## config.mk

```make
export PLATFORM = sky130hd
export DESIGN_NAME = double_dabble_arbiter
export DESIGN_NICKNAME = d
export VERILOG_FILES = /design/src/rtl/double_dabble_arbiter.sv
export SDC_FILE = /design/constraint.sdc
export NUM_CORES = 1
export LEC_CHECK = 0
export CORE_MARGIN = 1
export CORE_UTILIZATION = 40
export CTS_CLUSTER_DIAMETER = 200
export DETAILED_ROUTE_END_ITERATION = 7
export DONT_BUFFER_PORTS = 1
export HOLD_SLACK_MARGIN = 0.03
export PLACE_DENSITY = 0.66
export SYNTH_ARGS = -nofsm -noshare
export SYNTH_HDL_FRONTEND = slang
export SYNTH_SLANG_ARGS = --single-unit
```

## constraint.sdc

```tcl
create_clock -name clk -period 3.2 [get_ports clk]
set_clock_uncertainty 0.2 [all_clocks]
set_input_delay 0.32 -clock clk [delete_from_list [all_inputs] [get_ports clk]]
set_output_delay 0.32 -clock clk [all_outputs]
set_load 0.05 [all_outputs]
```

## src/rtl/double_dabble_arbiter.sv

```systemverilog
// double_dabble_arbiter: shares one pipelined binary-to-BCD converter between Requesters channels, tagging each issue.
// Latency: handshake at T -> dd_bin_valid at T+1 -> FIFO write at T+1+Converter_Latency -> rsp_valid at T+2+Converter_Latency.
// Backpressure: rsp_ready never stalls the converter; grants stop while tag pipe + FIFO already hold Fifo_Depth results.
// Build option: define DD_ARB_STRICT_PRIORITY_EN for fixed lowest-index-wins priority (no round-robin pointer).
module double_dabble_arbiter #(
  parameter int Input_Bit_Width   = 8,
  parameter int Requesters        = 4,
  parameter int Converter_Latency = 3,
  parameter int Fifo_Depth        = 4,
  parameter int Total_Nibbles     = (Input_Bit_Width / 3) + 1
) (
  input  logic                                  clk,
  input  logic                                  clk_en,
  input  logic                                  sync_rst,
  input  logic [Requesters-1:0]                 req_valid,
  input  logic [Requesters*Input_Bit_Width-1:0] req_data,
  output logic [Requesters-1:0]                 req_ready,
  output logic [Input_Bit_Width-1:0]            dd_bin,
  output logic                                  dd_bin_valid,
  input  logic [Total_Nibbles*4-1:0]            dd_nibbles_in,
  input  logic [Total_Nibbles-1:0]              dd_digit_valid_in,
  output logic                                  rsp_valid,
  input  logic                                  rsp_ready,
  output logic [$clog2(Requesters)-1:0]         rsp_id,
  output logic [Total_Nibbles*4-1:0]            rsp_nibbles,
  output logic [Total_Nibbles-1:0]              rsp_digit_valid
);

  localparam int IdW  = $clog2(Requesters);
  localparam int Aw   = $clog2(Fifo_Depth);
  localparam int CrW  = $clog2(Fifo_Depth + 1);
  localparam int EntW = IdW + Total_Nibbles * 5;

  logic [CrW-1:0]             credits_used;
  logic                       credit_ok;
  logic                       grant_vld;
  logic [IdW-1:0]             grant_id;
  logic [Input_Bit_Width-1:0] grant_dat;
  int                         scan_int;

  logic [IdW-1:0]               issue_id;
  logic [Converter_Latency-1:0] pipe_vld;
  logic [IdW-1:0]               pipe_id [Converter_Latency];

  logic [EntW-1:0] fifo_mem [Fifo_Depth];
  logic [Aw:0]     wr_ptr;
  logic [Aw:0]     rd_ptr;
  logic            push;
  logic            pop;

  // Credits cover every result already issued but not yet popped, so the FIFO cannot overflow.
  assign credit_ok = (credits_used < CrW'(Fifo_Depth));

`ifdef DD_ARB_STRICT_PRIORITY_EN
  // Fixed priority: lowest requesting index wins, no pointer state.
  always_comb begin
    grant_vld = 1'b0;
    grant_id  = '0;
    scan_int  = 0;
    if (clk_en && credit_ok && !sync_rst) begin
      for (int i = 0; i < Requesters; i++) begin
        scan_int = i;
        for (int j = 0; j < Requesters; j++) begin
          if (!grant_vld && scan_int == j && req_valid[j]) begin
            grant_vld = 1'b1;
            grant_id  = IdW'(j);
          end
        end
      end
    end
  end
`else
  logic [IdW-1:0] rr_ptr;

  // Round-robin: first requesting index at or after rr_ptr, wrapping.
  always_comb begin
    grant_vld = 1'b0;
    grant_id  = '0;
    scan_int  = 0;
    if (clk_en && credit_ok && !sync_rst) begin
      for (int i = 0; i < Requesters; i++) begin
        scan_int = (int'(rr_ptr) + i) % Requesters;
        for (int j = 0; j < Requesters; j++) begin
          if (!grant_vld && scan_int == j && req_valid[j]) begin
            grant_vld = 1'b1;
            grant_id  = IdW'(j);
          end
        end
      end
    end
  end

  // Move the pointer just past each granted index; idle cycles leave it alone.
  always_ff @(posedge clk) begin
    if (sync_rst) begin
      rr_ptr <= '0;
    end else if (grant_vld) begin
      rr_ptr <= (grant_id == IdW'(Requesters - 1)) ? '0 : grant_id + 1'b1;
    end
  end
`endif

  // Decode the grant into the one-hot ready vector and select the granted operand.
  always_comb begin
    req_ready = '0;
    grant_dat = '0;
    for (int j = 0; j < Requesters; j++) begin
      if (grant_vld && grant_id == IdW'(j)) begin
        req_ready[j] = 1'b1;
        grant_dat    = req_data[j*Input_Bit_Width +: Input_Bit_Width];
      end
    end
  end

  // Issue register feeding the converter; the tag rides alongside dd_bin_valid.
  always_ff @(posedge clk) begin
    if (sync_rst) begin
      dd_bin       <= '0;
      dd_bin_valid <= 1'b0;
      issue_id     <= '0;
    end else if (clk_en) begin
      dd_bin_valid <= grant_vld;
      if (grant_vld) begin
        dd_bin   <= grant_dat;
        issue_id <= grant_id;
      end
    end
  end

  // Shadow tag pipe matching the converter depth; its last stage marks a valid converter result.
  always_ff @(posedge clk) begin
    if (sync_rst) begin
      pipe_vld <= '0;
      for (int k = 0; k < Converter_Latency; k++) pipe_id[k] <= '0;
    end else if (clk_en) begin
      pipe_vld[0] <= dd_bin_valid;
      pipe_id[0]  <= issue_id;
      for (int k = 1; k < Converter_Latency; k++) begin
        pipe_vld[k] <= pipe_vld[k-1];
        pipe_id[k]  <= pipe_id[k-1];
      end
    end
  end

  assign push      = clk_en && pipe_vld[Converter_Latency-1];
  assign pop       = clk_en && rsp_valid && rsp_ready;
  assign rsp_valid = (wr_ptr != rd_ptr);
  assign {rsp_id, rsp_nibbles, rsp_digit_valid} = fifo_mem[rd_ptr[Aw-1:0]];

  // Result FIFO: registered head, no fall-through; pointers carry an extra wrap bit.
  always_ff @(posedge clk) begin
    if (sync_rst) begin
      wr_ptr <= '0;
      rd_ptr <= '0;
      for (int e = 0; e < Fifo_Depth; e++) fifo_mem[e] <= '0;
    end else begin
      if (push) begin
        fifo_mem[wr_ptr[Aw-1:0]] <= {pipe_id[Converter_Latency-1], dd_nibbles_in, dd_digit_valid_in};
        wr_ptr                   <= wr_ptr + 1'b1;
      end
      if (pop) rd_ptr <= rd_ptr + 1'b1;
    end
  end

  // Credit counter: +1 per grant, -1 per pop, unchanged when both happen together.
  always_ff @(posedge clk) begin
    if (sync_rst) begin
      credits_used <= '0;
    end else if (grant_vld && !pop) begin
      credits_used <= credits_used + 1'b1;
    end else if (!grant_vld && pop) begin
      credits_used <= credits_used - 1'b1;
    end
  end

endmodule
```

* Word level (Yosys, flattened, before mapping)
Memory sizes are Yosys's and may differ from the RTL's. A register that Yosys moved wholly into a read port is not among the register bits. Index checks and enable logic that the tools add are counted.
Operators by class: add/subtract/negate cells 8, multipliers 0, divide/modulo/power cells 0, order comparisons 1, equality and inequality tests 16, shifts and indexed selects 0, muxes and demuxes 75, bitwise operators 6, reduce and logical (&&, ||, !) cells 71
Operators with widths (number):
- 32-bit logical NOT | 4
- 1-bit two-way mux | 46
- 2-bit two-way mux | 22
- 1-bit logical AND | 42
- 8-bit two-way mux | 4
- 3-bit equality test (second input constant) | 6
- 1-bit logical NOT | 18
- 17-bit two-way mux | 1
- 17-bit OR reduction | 1
- 3-bit by 1-bit adder with 3-bit output (second input constant) | 3
- 3-bit by 2-bit equality test with 1-bit output (second input constant) | 3
- 2-bit equality test (second input constant) | 4
- 3-bit two-way mux | 2
- 2-bit OR reduction | 3
- 2-bit by 1-bit adder with 2-bit output (second input constant) | 2
- 2-bit adder (second input constant) | 2
- 2-bit by 1-bit equality test with 1-bit output (second input constant) | 2
- 1-bit AND (first input constant) | 3
- 3-bit < comparator (second input constant) | 1
- 3-bit != test | 1
- 1-bit bitwise OR | 3
- 3-bit by 1-bit subtractor with 3-bit output (second input constant) | 1
- 2-bit logical NOT | 1
- 2-bit AND reduction | 1
- 2-bit nonzero test | 1
Storage, ports and cells: bits in registers 25, latch bits 0, bits in writable memories 74, bits in read-only memories 0, bits of input ports 55, memories 2
Memory list:
- fifo_mem | depth 4, bits a word 17, rd ports 1, clocked after memory_dff 1, write ports 4, RTL line 45 | logic [EntW-1:0] fifo_mem [Fifo_Depth];
- pipe_id | depth 3, bits a word 2, rd ports 3, clocked after memory_dff 0, write ports 3, RTL line 43 | logic [IdW-1:0] pipe_id [Converter_Latency];

* Longest topological paths before layout
depth after elaboration 85, mapped depth 10, gate-level depth less buffers 9

* Least setup slack after synthesis
No wires, ideal clock.
kind register to register, from register wr_ptr[0], to register credits_used[2], arrival 2575 ps, required time 2929 ps, setup slack 354 ps, cell stages (with the launch flop) 11, path buffers 1, period minus slack after synthesis 2846 ps, cells stage by stage dfxtp_1 -> buf_2 -> xnor2_1 -> nand3_1 -> nand3_1 -> ha_1 -> inv_1 -> fa_1 -> xor2_1 -> or3_1 -> a21oi_1
On the way: longest elaborated chain between the ends 6, elaborated cells between the ends (all ways) 8
Ends and longest elaborated chain:
- start: declaration | RTL line 46 | logic [Aw:0] wr_ptr;
- start signal: assignment | RTL line 159 | wr_ptr <= wr_ptr + 1'b1;
- 3-bit != test * | RTL line 147 | assign rsp_valid = (wr_ptr != rd_ptr);
- via rsp_valid | RTL line 22 | output logic rsp_valid,
- 1-bit logical AND * (2 in a row) | RTL line 146 | assign pop = clk_en && rsp_valid && rsp_ready;
- 1-bit logical NOT | RTL line 169 | end else if (grant_vld && !pop) begin
- 1-bit logical AND | RTL line 169
- 3-bit two-way mux / 2-bit nonzero test (equally long branches)
- end signal: assignment | RTL line 170 | credits_used <= credits_used + 1'b1;
- end signal: assignment | RTL line 172 | credits_used <= credits_used - 1'b1;
- end: declaration | RTL line 34 | logic [CrW-1:0] credits_used;
Mark *: on every way through the listed nets, which the timed path passes. The rest lies on a longest branch. A chain may end at the register's enable or synchronous reset.

* Final worst setup path
from register rr_ptr[1], to output req_ready[1]
On the way: longest elaborated chain between the ends 82, elaborated cells between the ends (all ways) 122
Ends and longest elaborated chain:
- start: declaration | RTL line 73 | logic [IdW-1:0] rr_ptr;
- start signal: assignment | RTL line 98 | rr_ptr <= (grant_id == IdW'(Requesters - 1)) ? '0 : grant_id + 1'b1;
- 32-bit logical NOT | RTL line 84 | if (!grant_vld && scan_int == j && req_valid[j]) begin
- 1-bit logical AND | RTL line 84
- 1-bit two-way mux | RTL line 84
- 1-bit two-way mux | RTL line 80 | if (clk_en && credit_ok && !sync_rst) begin
- 1-bit logical NOT | RTL line 84
- 1-bit logical AND (2 in a row) | RTL line 84
- 1-bit two-way mux | RTL line 84
- 1-bit two-way mux | RTL line 80
- [64 not listed]
- 1-bit two-way mux | RTL line 80
- 1-bit logical NOT | RTL line 84
- 1-bit logical AND (2 in a row) | RTL line 84
- 2-bit two-way mux | RTL line 84
- 2-bit two-way mux | RTL line 80
- 2-bit by 1-bit equality test with 1-bit output | RTL line 108 | if (grant_vld && grant_id == IdW'(j)) begin
- 1-bit logical AND * | RTL line 108
- 1-bit two-way mux * | RTL line 108
- end: declaration | RTL line 17 | output logic [Requesters-1:0] req_ready,
Every way passes the cells marked *; elsewhere a longest branch is shown, timed or not. The select of a mux whose other input is x is not followed.

==> metrics <==
outcome=finished clean; Worst slew margin=between 40% and 50%; via total after detailed routing=3094; mux share of post-synthesis cell area=8.83%; endpoint kind of the worst setup timing path=output pin; Final Net Count=approximately 480; switch share=25.2%; global routing met2 resource utilization=29.4%; arrival time reported for the critical path endpoint=about 2500 ps; post-synthesis net count=roughly 450; minimum clock period after layout=roughly 3000 ps; standard-cell rows=40; flop and latch count out of synthesis=101; initial antenna violation count=0; Comb pwr share=between 10% and 20%; overall power of the completed layout=around 2.9 mW; wire length of the first global-routing pass=15900 um; total congestion overflow after global routing=0; total global-route track usage=between 10% and 20%; sequential share of power=about half; distinct cell type count of the synthesized netlist=51; category of the worst setup path launch point=flop; layout cells sized above 1=14.4%; Top-Level Pins=86; required time worst endpoint=between 2000 and 3000 ps; compound-gate portion of the synthesized area=under 10%; biggest fanout along the worst timing path=11; number of nets with antenna violations after routing=0; path category of the worst min-delay check=in2reg; total number of H-tree levels=3; mapped cell area=roughly 4900 um^2; count of max-cap constraint violations=0; DIE HEIGHT=approximately 110 um; met3 layer usage reported by global route=approximately 4.9%; EDFF count, synth=74; clock buffers created by TritonCTS=9; core footprint=between 10000 and 15000 um^2; maximum number of pins on one net before global-route repair=22; Int Pwr=2.19 mW; effective utilization at floorplan=about two fifths; Worst Tran Pin Value=about 860 ps; RD Place Congestion=between 0.8 and 0.9; DRT iter0 DRCs=177; HPWL after DPL=between 6000 and 7000 um; post-DR wirelength/cell=between 15 and 20 um; clock input transition at the sequential cells of the worst setup and hold paths=around 70 ps; Total Neg Setup Slack=0 ps; LEAKAGE=2.13 nW; quantity of I/O buffers inserted on ports=0; part of the cycle the worst path needs=92.7%; worst hold slack across all endpoints=roughly 43 ps; part of the power in the clock network=approximately 37%; dominant synthesized flop cell=sky130_fd_sc_hd__edfxtp_1; clock net sink count=just over 100; fill cell count=1060; area enclosed by the die boundary=12700 um^2; pwr/cell area=518 nW/um^2; Post-CTS Repair Setup Buffers=0; maximum clock frequency=between 0.3 and 0.4 GHz; cell count after synthesis=approximately 380; DRC viols=0; adder and majority cell fraction of the synthesized area=between 2 and 2.5%; Diodes inserted=0; net switching power figure=737 uW; TritonCTS clock tree=done; total of warnings raised by yosys=0; largest family of logic cells by synthesized area=simple AND/OR/NAND/NOR gates; final number of hold-violating endpoints=0; number of global-route vias before repair=roughly 3.2k; clock latency at the later pin of the worst-skew pair=340 ps; synthesized-area fraction occupied by and/or/nand/nor cells=20.2%; number of max-slew violations in the final report=0; Routed WL=10000 um; Die X=around 110 um; count of instances resized after the clock tree is built=0; layer carrying the most global-route usage=met2; largest voltage drop on the vdd net=around 0.36 mV; part of the Yosys area used for sequential elements=56.4%; RSZ-0062 raised after global routing=no; FFs w/ async S/R, synth=0%; count of final setup violators=0; synthesis-to-finish area growth=15.2%; global-route met1 utilization=between 10% and 20%; Avg Cell Area, Syn=12.8 um^2; Critical Setup Path Class=reg2out; Post-Synth XOR/XNOR Area=around 1.8%; number of buffers between clock root and the deepest sink=2; number of iterations in the first detailed-routing pass=5; Vias/cell=about 5.5; root buf cell=sky130_fd_sc_hd__clkbuf_16
## what timing repair did
action                                 CTS  global route
endpoints found under the hold margin   82             0
setup endpoints to repair                0             0
hold buffers                            28             0
## state kept, by name, indices dropped and copies added, names as in the netlist, named ones only
name	flops
pipe_vld	3
fifo_mem	68
rr_ptr	2
issue_id	2
pipe_id	6
dd_bin_valid	1
credits_used	3
rd_ptr	3
wr_ptr	3
dd_bin	8
## critical path: stages, from the launching register on
cell and delay, ps:
sky130_fd_sc_hd__dfxtp_1 470, sky130_fd_sc_hd__nand2_1 80, sky130_fd_sc_hd__a311oi_1 440, sky130_fd_sc_hd__or3_1 200, sky130_fd_sc_hd__ha_1 370, sky130_fd_sc_hd__and3_1 540
## Yosys cell counts (8+ instances only)
cell                       count  area (um^2)
sky130_fd_sc_hd__nand2b_1      9         56.3
sky130_fd_sc_hd__a311oi_1      9         78.8
sky130_fd_sc_hd__nand3_1      16         80.1
sky130_fd_sc_hd__nor2_1       10         37.5
sky130_fd_sc_hd__mux4_2       17          383
sky130_fd_sc_hd__inv_1        13         48.8
sky130_fd_sc_hd__clkbuf_1      9         33.8
sky130_fd_sc_hd__nand3b_1      8         60.1
sky130_fd_sc_hd__dfxtp_1      27          541
sky130_fd_sc_hd__a21oi_1      20          100
sky130_fd_sc_hd__nand2_1       8         30.0
sky130_fd_sc_hd__edfxtp_1     74         2220
sky130_fd_sc_hd__and2_1       74          463
## power by group through the flow
stage | logic [mW] | registers, mW | clock network [mW]
floorplan | 0.247 | 1.53 | 0
global placement | 0.278 | 1.54 | 0
detailed placement | 0.282 | 1.55 | 0
CTS | 0.321 | 1.52 | 1.12
global route | 0.343 | 1.52 | 1.17
finish | 0.319 | 1.52 | 1.09
## stage by stage
stage / area [um^2] / setup slack, ps / utilization, % / std cells
2_1_floorplan: 4900 / 354 / - / 384
3_3_place_gp: 5070 / 587 / 42.4 / 521
3_5_place_dp: 5070 / 471 / 42.4 / 521
4_1_cts: 5650 / 222 / 47.2 / 565
5_1_grt: 5650 / 75.2 / 47.2 / 565
6_report: 5650 / 232 / 47.2 / 565
## worst paths after layout
path	start	endpoint	slack, ps	cells past startpoint
max	rr_ptr[1]$_SDFFE_PP0P_	req_ready[1]	230	5
min	clk_en	wr_ptr[2]$_SDFFE_PP0P_	40	3
max reg2reg	credits_used[2]$_SDFFE_PP0P_	dd_bin[1]$_SDFFE_PP0P_	480	6
min reg2reg	issue_id[0]$_SDFFE_PP0P_	issue_id[0]$_SDFFE_PP0P_	270	2
## kinds of logic (layout without fill, tap and decap cells)
kind of cell | Yosys count | count (layout)
compound gates | 52 | 52
xor+xnor | 10 | 10
fa+ha+maj | 8 | 8
buf+inv | 35 | 69
flops | 101 | 101
mux | 22 | 22
simple gates | 156 | 156
## placed cells by master (no fill, tap or decap), types with 2 or more instances in the layout
cell type	count
sky130_fd_sc_hd__or3_1	2
sky130_fd_sc_hd__nand4_1	2
sky130_fd_sc_hd__a22oi_1	2
sky130_fd_sc_hd__edfxtp_1	74
sky130_fd_sc_hd__or2_2	5
sky130_fd_sc_hd__mux4_2	17
sky130_fd_sc_hd__clkinvlp_4	2
sky130_fd_sc_hd__buf_4	12
sky130_fd_sc_hd__inv_1	13
sky130_fd_sc_hd__dfxtp_1	27
sky130_fd_sc_hd__and3_1	4
sky130_fd_sc_hd__nand3b_1	8
sky130_fd_sc_hd__nor3b_2	3
sky130_fd_sc_hd__xnor2_1	3
sky130_fd_sc_hd__o32ai_1	2
sky130_fd_sc_hd__nand3_1	16
sky130_fd_sc_hd__nand2b_1	9
sky130_fd_sc_hd__dlygate4sd3_1	28
sky130_fd_sc_hd__nor2_1	10
sky130_fd_sc_hd__nand2_1	8
sky130_fd_sc_hd__a21oi_1	20
sky130_fd_sc_hd__and2_1	74
sky130_fd_sc_hd__o21ai_0	4
sky130_fd_sc_hd__nor2b_1	4
sky130_fd_sc_hd__a311oi_1	9
sky130_fd_sc_hd__ha_1	7
sky130_fd_sc_hd__clkbuf_16	9
sky130_fd_sc_hd__mux2i_1	5
sky130_fd_sc_hd__xor2_1	7
sky130_fd_sc_hd__a22o_1	7
## layer usage
metal | part of all wire, % | wire, um
met5 | 0 | 0
met1 | 42 | 4220
met4 | 0.56 | 56
met3 | 6.1 | 612
met2 | 51 | 5110
## layout make-up
cell class                      instances  area (um^2)  area share (%)
Tap cell                              147          184            3.26
Clock buffer                           10          229            4.06
Inverter                               13         48.8           0.864
Multi-Input combinational cell        248         1980            35.1
Clock inverter                          6         70.1            1.24
Timing Repair Buffer                   40          370            6.56
Sequential cell                       101         2760            48.9
Note: power is estimated with default switching activity, not from simulation.
